--- src/rtl/i2c_pkg.sv ---
// Shared definitions for the passive I2C receive path: FSM encoding,
// frame geometry and the byte bit-order helper.
package i2c_pkg;

  localparam int unsigned I2C_FRAME_BITS = 9;
  localparam int unsigned I2C_DATA_BITS  = 8;

  localparam logic [1:0] ST_IDLE    = 2'd0;
  localparam logic [1:0] ST_RECV    = 2'd1;
  localparam logic [1:0] ST_CAPTURE = 2'd2;

  // The shift register fills LSB-first while I2C sends MSB-first.
  function automatic logic [I2C_DATA_BITS-1:0] bit_rev(input logic [I2C_DATA_BITS-1:0] d);
    logic [I2C_DATA_BITS-1:0] r;
    for (int i = 0; i < I2C_DATA_BITS; i++) r[I2C_DATA_BITS-1-i] = d[i];
    return r;
  endfunction

endpackage

--- src/rtl/i2c_line_cond.sv ---
// Per-line conditioning: reset-to-idle synchronizer, plus a stability
// filter when I2C_RX_FILTER_EN is defined.
module i2c_line_cond #(
  parameter int unsigned SYNC_STAGES = 2,
  parameter int unsigned FILTER_LEN  = 3
) (
  input  logic clk,
  input  logic rst_n,
  input  logic din,
  output logic dout
);

  if (SYNC_STAGES < 2 || FILTER_LEN < 1) begin : g_bad_cfg
    $error("i2c_line_cond: SYNC_STAGES must be >= 2 and FILTER_LEN >= 1");
  end

  logic [SYNC_STAGES-1:0] sync;

  always_ff @(posedge clk or negedge rst_n) begin
    if (!rst_n) sync <= '1;
    else        sync <= {sync[SYNC_STAGES-2:0], din};
  end

`ifdef I2C_RX_FILTER_EN
  localparam int unsigned CW = $clog2(FILTER_LEN + 1);
  logic [CW-1:0] cnt;
  logic          filt;

  // Output follows only after FILTER_LEN consecutive disagreeing samples;
  // any return to the current level restarts the count.
  always_ff @(posedge clk or negedge rst_n) begin
    if (!rst_n) begin
      cnt  <= '0;
      filt <= 1'b1;
    end else if (sync[SYNC_STAGES-1] == filt) begin
      cnt <= '0;
    end else if (cnt == CW'(FILTER_LEN - 1)) begin
      cnt  <= '0;
      filt <= sync[SYNC_STAGES-1];
    end else begin
      cnt <= cnt + 1'b1;
    end
  end

  assign dout = filt;
`else
  assign dout = sync[SYNC_STAGES-1];
`endif

endmodule

--- src/rtl/i2c_rx_framer.sv ---
// I2C bit-level receive framer: START/STOP detection, shift register
// control and byte framing. Optional line filter via I2C_RX_FILTER_EN.
module i2c_rx_framer
  import i2c_pkg::*;
#(
  parameter int unsigned SYNC_STAGES = 2,
  parameter int unsigned FILTER_LEN  = 3
) (
  input  logic                      clk,
  input  logic                      rst_n,
  input  logic                      scl_in,
  input  logic                      sda_in,
  input  logic [I2C_FRAME_BITS-1:0] sr_data,
  output logic                      shift_en,
  output logic                      shift_clr,
  output logic [I2C_DATA_BITS-1:0]  byte_data,
  output logic                      byte_ack,
  output logic                      byte_first,
  output logic                      byte_valid,
  output logic                      start_det,
  output logic                      stop_det,
  output logic                      busy
);

  logic scl_s, sda_s, scl_d, sda_d;
  logic scl_rise;
  logic [1:0] state;
  logic [3:0] bit_cnt;
  logic       first_flg;
  logic [I2C_DATA_BITS-1:0] data_q;
  logic       ack_q, first_q;
  logic       cap;

  i2c_line_cond #(.SYNC_STAGES(SYNC_STAGES), .FILTER_LEN(FILTER_LEN)) u_scl (
    .clk(clk), .rst_n(rst_n), .din(scl_in), .dout(scl_s));
  i2c_line_cond #(.SYNC_STAGES(SYNC_STAGES), .FILTER_LEN(FILTER_LEN)) u_sda (
    .clk(clk), .rst_n(rst_n), .din(sda_in), .dout(sda_s));

  always_ff @(posedge clk or negedge rst_n) begin
    if (!rst_n) begin
      scl_d <= 1'b1;
      sda_d <= 1'b1;
    end else begin
      scl_d <= scl_s;
      sda_d <= sda_s;
    end
  end

  assign scl_rise  = scl_s & ~scl_d;
  assign start_det = scl_s & scl_d & sda_d & ~sda_s;
  assign stop_det  = scl_s & scl_d & ~sda_d & sda_s;
  assign cap       = (state == ST_CAPTURE);

  assign shift_en  = (state == ST_RECV) & scl_rise & ~start_det & ~stop_det;
  assign shift_clr = cap | start_det | stop_det;

  // Frame outputs are live from sr_data during CAPTURE, then held.
  assign byte_valid = cap;
  assign byte_data  = cap ? bit_rev(sr_data[I2C_DATA_BITS-1:0]) : data_q;
  assign byte_ack   = cap ? ~sr_data[I2C_FRAME_BITS-1] : ack_q;
  assign byte_first = cap ? first_flg : first_q;

  always_ff @(posedge clk or negedge rst_n) begin
    if (!rst_n) begin
      state     <= ST_IDLE;
      bit_cnt   <= '0;
      first_flg <= 1'b0;
      busy      <= 1'b0;
      data_q    <= '0;
      ack_q     <= 1'b0;
      first_q   <= 1'b0;
    end else if (start_det) begin
      state     <= ST_RECV;
      bit_cnt   <= '0;
      first_flg <= 1'b1;
      busy      <= 1'b1;
    end else if (stop_det) begin
      state   <= ST_IDLE;
      bit_cnt <= '0;
      busy    <= 1'b0;
    end else if (cap) begin
      state     <= ST_RECV;
      bit_cnt   <= '0;
      first_flg <= 1'b0;
      data_q    <= byte_data;
      ack_q     <= byte_ack;
      first_q   <= byte_first;
    end else if (shift_en) begin
      bit_cnt <= bit_cnt + 4'd1;
      if (bit_cnt == 4'(I2C_FRAME_BITS - 1)) state <= ST_CAPTURE;
    end
  end

endmodule

--- config.mk ---
export PLATFORM = sky130hd
export DESIGN_NAME = i2c_rx_framer
export DESIGN_NICKNAME = d
export VERILOG_FILES = /design/src/rtl/i2c_pkg.sv /design/src/rtl/i2c_line_cond.sv /design/src/rtl/i2c_rx_framer.sv
export SDC_FILE = /design/constraint.sdc
export NUM_CORES = 1
export LEC_CHECK = 0
export CORE_UTILIZATION = 50
export CTS_CLUSTER_DIAMETER = 30
export DETAILED_ROUTE_END_ITERATION = 10
export GPL_TIMING_DRIVEN = 0
export PLACE_DENSITY = 0.92
export SYNTH_ARGS = -nofsm -noshare
export SYNTH_HDL_FRONTEND = slang
export SYNTH_SLANG_ARGS = --single-unit
--- constraint.sdc ---
create_clock -name clk -period 3.32 [get_ports clk]
set_input_delay 0.664 -clock clk [delete_from_list [all_inputs] [get_ports clk]]
set_output_delay 0.664 -clock clk [all_outputs]
set_load 0.05 [all_outputs]
==> results of run 1 <==
[final timing paths]
kind | startpoint | to | slack [ps] | depth (start not counted)
worst max-delay path | state[0]$_DFFE_PN0P_ | byte_data[6] | 290 | 5
worst min-delay path | u_scl.sync[0]$_DFF_PN1_ | u_scl.sync[1]$_DFF_PN1_ | 370 | 0
worst max register to register | u_scl.sync[1]$_DFF_PN1_ | data_q[1]$_DFFE_PN0P_ | 1760 | 3
worst min register to register | u_scl.sync[0]$_DFF_PN1_ | u_scl.sync[1]$_DFF_PN1_ | 370 | 0
max in group asynchronous | rst_n | data_q[7]$_DFFE_PN0P_ | 1830 | 1
min in group asynchronous | rst_n | bit_cnt[1]$_DFFE_PN0P_ | 880 | 1
[report_power, final]
part	leakage, nW	switching, mW	internal [mW]	total (mW)
clock	0.0279	0.0914	0.122	0.214
sequential	0.283	0.0218	0.319	0.341
combinational	0.360	0.0757	0.0541	0.130
[stage by stage]
step / utilization [%] / instance area, um^2 / power, mW / std cells
2_1_floorplan: - / 1100 / 0.422 / 106
3_3_place_gp: 69.8 / 1410 / 0.469 / 161
4_1_cts: 72.4 / 1460 / 0.692 / 165
5_1_grt: 72.4 / 1460 / 0.715 / 165
6_report: 72.4 / 1460 / 0.685 / 165
3_5_place_dp: 69.8 / 1410 / 0.478 / 161
[synth_stat cells]
cell,number,area [um^2]
a21oi_1,4,20.0
o21ai_1,1,5.00
buf_2,1,5.00
dfstp_2,6,158
mux2i_1,1,10.0
o41ai_1,1,8.76
clkbuf_1,1,3.75
o21ai_0,5,25.0
nand2b_1,1,6.26
inv_1,10,37.5
xnor2_1,1,8.76
mux2_2,9,101
ha_1,2,25.0
o31a_1,1,8.76
dfrtp_1,18,450
or3_1,2,12.5
nand2_2,1,6.26
nand4b_1,1,8.76
nand2_1,34,128
and4b_1,1,10.0
nand3_1,1,5.00
nor2_1,1,3.75
o21ai_4,1,16.3
a31oi_1,1,6.26
nand4bb_4,1,27.5
[cell families after synthesis]
logic type,Yosys count,share of synthesized area (%)
buffers and inverters,12,4.22
adders and majority gates,2,2.28
xor gates and xnor gates,1,0.798
muxes,10,10.1
and+or+nand+nor,43,18.9
DFF,24,55.4
AOI/OAI and AO/OA,14,8.21
[sequential cells by signal, indices dropped and copies added (netlist names)]
signal,flops
ack_q,1
u_scl.sync,2
u_sda.sync,2
busy,1
scl_d,1
sda_d,1
first_q,1
state,2
data_q,8
first_flg,1
bit_cnt,4
[cell type report]
cell class	count	area share, %
Buffer	2	0.598
Clock buffer	3	1.54
Clock inverter	1	2.05
Inverter	10	2.56
Multi-Input combinational cell	70	30.3
Sequential cell	24	41.5
Tap cell	27	2.31
Timing Repair Buffer	28	19.1
[routing by layer]
metal	GRT usage, %	vias to the layer above	share of wire, %
met1	25.3	394	44
met5	0	-	0
li1	-	414	-
met3	2.80	7	2.8
met2	36.3	19	50
met4	13.2	0	3.2
==> impl_metrics.tcl, run 1 <==
set metrics [dict create \
    status "completed" \
    cts_tree "yes" \
    finalHoldViolations 0 \
    netlist-cell-type-count 25 \
    crit_required_ps 2660 \
    cpLargestDelayFamily "buffers and inverters" \
    final_common_cell "nand2_1" \
    cts_sinks 24 \
    finalSetupViolations 0 \
    dieArea_um2 2390 \
    critPathArrivalTime_ps 2360 \
    viasPerCell 5.05 \
    crit_slowest_cell "clkdlybuf4s50_1" \
    grt_overflow 0 \
    fill_cells 139 \
    grt_pass1_wl_um 3710 \
    yosysWarnings 0 \
    clk_pin_slew_ps 130 \
    path_cells "nand2b_1 -> clkbuf_1 -> nand2_1 -> nand2_1 -> clkdlybuf4s50_1" \
    coreArea_um2 2020 \
    track_usage_pct 21.3 \
    start_util_pct 54.3 \
    p_per_area_nw_per_um2 468 \
    io_pins 29 \
    slowest_delay_ps 790 \
    period_share_pct 91.1 \
    dr.first_iter.drc_count 11 \
    path_buf_inv 2 \
    crit_fanout 10 \
    period_needed_ps 3030 \
    root_buffer "clkbuf_4" \
    grt_pass1_vias 841 \
    fin_nets 154 \
    cts_resized 0 \
    multi_input_area_um2 443 \
    insertion_delay_ps 330 \
    ant_nets 0 \
    die_x_um 48.8 \
    post_cts.repair.setup_buffers 0 \
    seqCellArea_um2 608 \
    max_clock_freq_mhz 330 \
    final_cell_mix "nand2_1, clkdlybuf4s50_1, dfrtp_1" \
    vias 834 \
    drc_errors 0 \
    diodes 0 \
    ys_seq_elements 24 \
    yosysSeqAreaShare_pct 55.4 \
    post-place-ws_ps 550 \
    syn_nets 121 \
    grt_setup_unrepaired "false" \
    dp_hpwl_um 1630 \
    maxCapViolCount 0 \
    worstMarginPinSlew_ps 1020 \
    synth_cells 106 \
    synth_area_per_cell_um2 10.4 \
    wirelength_um 2170 \
    cp-start-kind "register" \
    path_class "register to output port" \
    hold_buffers 0 \
    layout-drive-gt1-share_pct 16.7 \
    leakagePower_nw 0.671 \
    critPathMostFrequentCell "nand2_1" \
    dieHeight_um 48.8 \
    syn_to_final_growth_pct 33.4 \
    clockBufferDepth 2 \
    slew_headroom_pct 31.9 \
    cts_max_level 1 \
    wl_per_cell_um 13.1 \
    worstSetupEndpointType "output port" \
    antenna_found_initial 0 \
    grt_start_max_net_pins 25 \
    vdd_ir_drop_max_uv 310 \
    fin_skew_ps 2.40 \
    setup_ws_ps 294 \
    fin_setup_tns_ps 0 \
    drv_slew 0 \
    hold_class "register to register" \
    gp_congestion 0.711 \
    syn-cell-area_um2 1100 \
    rows 16 \
    whs_ps 366 \
    dr.pass1.iters 4 \
    port-buffer-count 28 \
    cts_buffers 3 \
]
(Power assumes the default switching activity.)
==> run 2: changes to the inputs <==
Settings changed: SLEW_MARGIN set to 25.
==> run 2 against run 1 <==
Non-clock buffer count unchanged; die area unchanged; via count unchanged; wire length about the same; critical path type unchanged.
==> impl_metrics.tcl, run 2 (synthesized netlist as in run 1, its figures left out) <==
set metrics [dict create \
    status "completed" \
    dieHeight_um 48.8 \
    largest_register_ffs 8 \
    cts_buffers 3 \
    r2r_cells 3 \
    hold_buffers 0 \
    die_x_um 48.8 \
    grt_start_max_net_pins 25 \
    grt_overflow 0 \
    instances_no_fill 165 \
    dp_hpwl_um 1630 \
    path_class "register to output port" \
    hold_class "input port to asynchronous set/reset pin" \
    crit_fanout 10 \
    seqPwrFrac_pct 49.9 \
    fin_setup_tns_ps 0 \
    regMostFlops "data_q" \
    wl_per_cell_um 13.1 \
    gp_congestion 0.711 \
    p_int_mw 0.495 \
    grt_setup_unrepaired "false" \
    post_cts.repair.setup_buffers 0 \
    port-buffer-count 28 \
    dpl_cell_area_um2 1410 \
    p_comb_share_pct 18.9 \
    cts_max_level 1 \
    cts_tree "yes" \
    crit_required_ps 2660 \
    grt_pass1_wl_um 3710 \
    slew_headroom_pct 65.4 \
    drv_slew 0 \
    rows 16 \
    top_regs "data_q x8, bit_cnt x4" \
    io_pins 29 \
    power.total_mw 0.684 \
    maxCapViolCount 0 \
    track_usage_pct 21.3 \
    coreArea_um2 2020 \
    syn_to_final_growth_pct 33.0 \
    diodes 0 \
    utilization_pct 72.2 \
    final_common_cell "nand2_1" \
    layout-drive-gt1-share_pct 17.4 \
    period_share_pct 91.2 \
    finalSetupViolations 0 \
    fin_area_um2 1460 \
    grt_pass1_vias 841 \
    switchingPower_mw 0.189 \
    wirelength_um 2160 \
    crit_slowest_cell "clkdlybuf4s50_1" \
    slowest_delay_ps 790 \
    drc_errors 0 \
    dp.cells 161 \
    vias 834 \
    period_needed_ps 3030 \
    antenna_found_initial 0 \
    critPathArrivalTime_ps 2360 \
    switching_share_pct 27.6 \
    ant_nets 0 \
    cp-start-kind "register" \
    dr.pass1.iters 4 \
    root_buffer "clkbuf_4" \
    path_cells "nand2b_1 -> clkbuf_1 -> nand2_1 -> nand2_1 -> clkdlybuf4s50_1" \
    insertion_delay_ps 330 \
    finalHoldViolations 0 \
    leakagePower_nw 0.671 \
    vdd_ir_drop_max_uv 310 \
    fin_skew_ps 2.45 \
    worstMarginPinSlew_ps 518 \
    max_clock_freq_mhz 330 \
    cpLargestDelayFamily "buffers and inverters" \
    fin_nets 154 \
    p_clk_share_pct 31.2 \
    viasPerCell 5.05 \
    clockBufferDepth 2 \
    cts_resized 0 \
    cp.depth 5 \
    worstSetupEndpointType "output port" \
    path_buf_inv 2 \
    cts_sinks 24 \
    p_per_area_nw_per_um2 469 \
    final_cell_mix "nand2_1, clkdlybuf4s50_1, dfrtp_1" \
    dieArea_um2 2390 \
    clk_pin_slew_ps 130 \
    critPathMostFrequentCell "nand2_1" \
    start_util_pct 54.3 \
    dr.first_iter.drc_count 8 \
]
## run 2: changes by cell type in the layout (fill, tap and decap cells not counted), sizes merged
cell	previous run	this run
buf	1	2
clkdlybuf4s50	28	27
## run 2: cell type report
cell class	count	area (um^2)
Inverter	10	37.5
Clock buffer	3	22.5
Buffer	2	8.76
Clock inverter	1	30.0
Timing Repair Buffer	28	275
Fill cell	140	563
Sequential cell	24	608
Multi-Input combinational cell	70	443
Tap cell	27	33.8
## run 2: final timing paths
| check | endpoint | start | slack [ps] |
|---|---|---|---|
| setup / recovery | byte_data[6] | state[0]$_DFFE_PN0P_ | 290 |
| hold / removal | bit_cnt[1]$_DFFE_PN0P_ | rst_n | 280 |
| setup reg to reg | data_q[1]$_DFFE_PN0P_ | u_scl.sync[1]$_DFF_PN1_ | 1760 |
| hold reg to reg | u_scl.sync[1]$_DFF_PN1_ | u_scl.sync[0]$_DFF_PN1_ | 370 |
| max in group asynchronous | u_sda.sync[1]$_DFF_PN1_ | rst_n | 2670 |
| min in group clk | u_scl.sync[1]$_DFF_PN1_ | u_scl.sync[0]$_DFF_PN1_ | 370 |
## run 2: routing by layer
layer	GRT usage [%]	vias to the layer above	routed length, um
met1	25.3	394	949
met5	0	-	0
met2	36.3	19	1080
li1	-	414	-
met3	2.80	7	61
met4	13.2	0	70
## run 2: through the flow
stage               worst slack, ps  hold slack [ps]
floorplan                       753              345
global placement                557              346
detailed placement              550              349
CTS                             284              368
global route                    147              320
finish                          293              284
## run 2: power by group through the flow
stage | registers, mW | clock network, mW | logic, mW
after floorplan | 0.350 | 0 | 0.0728
after global placement | 0.344 | 0 | 0.126
after detailed placement | 0.347 | 0 | 0.131
after CTS | 0.341 | 0.219 | 0.132
after global routing | 0.345 | 0.226 | 0.143
final | 0.341 | 0.214 | 0.129
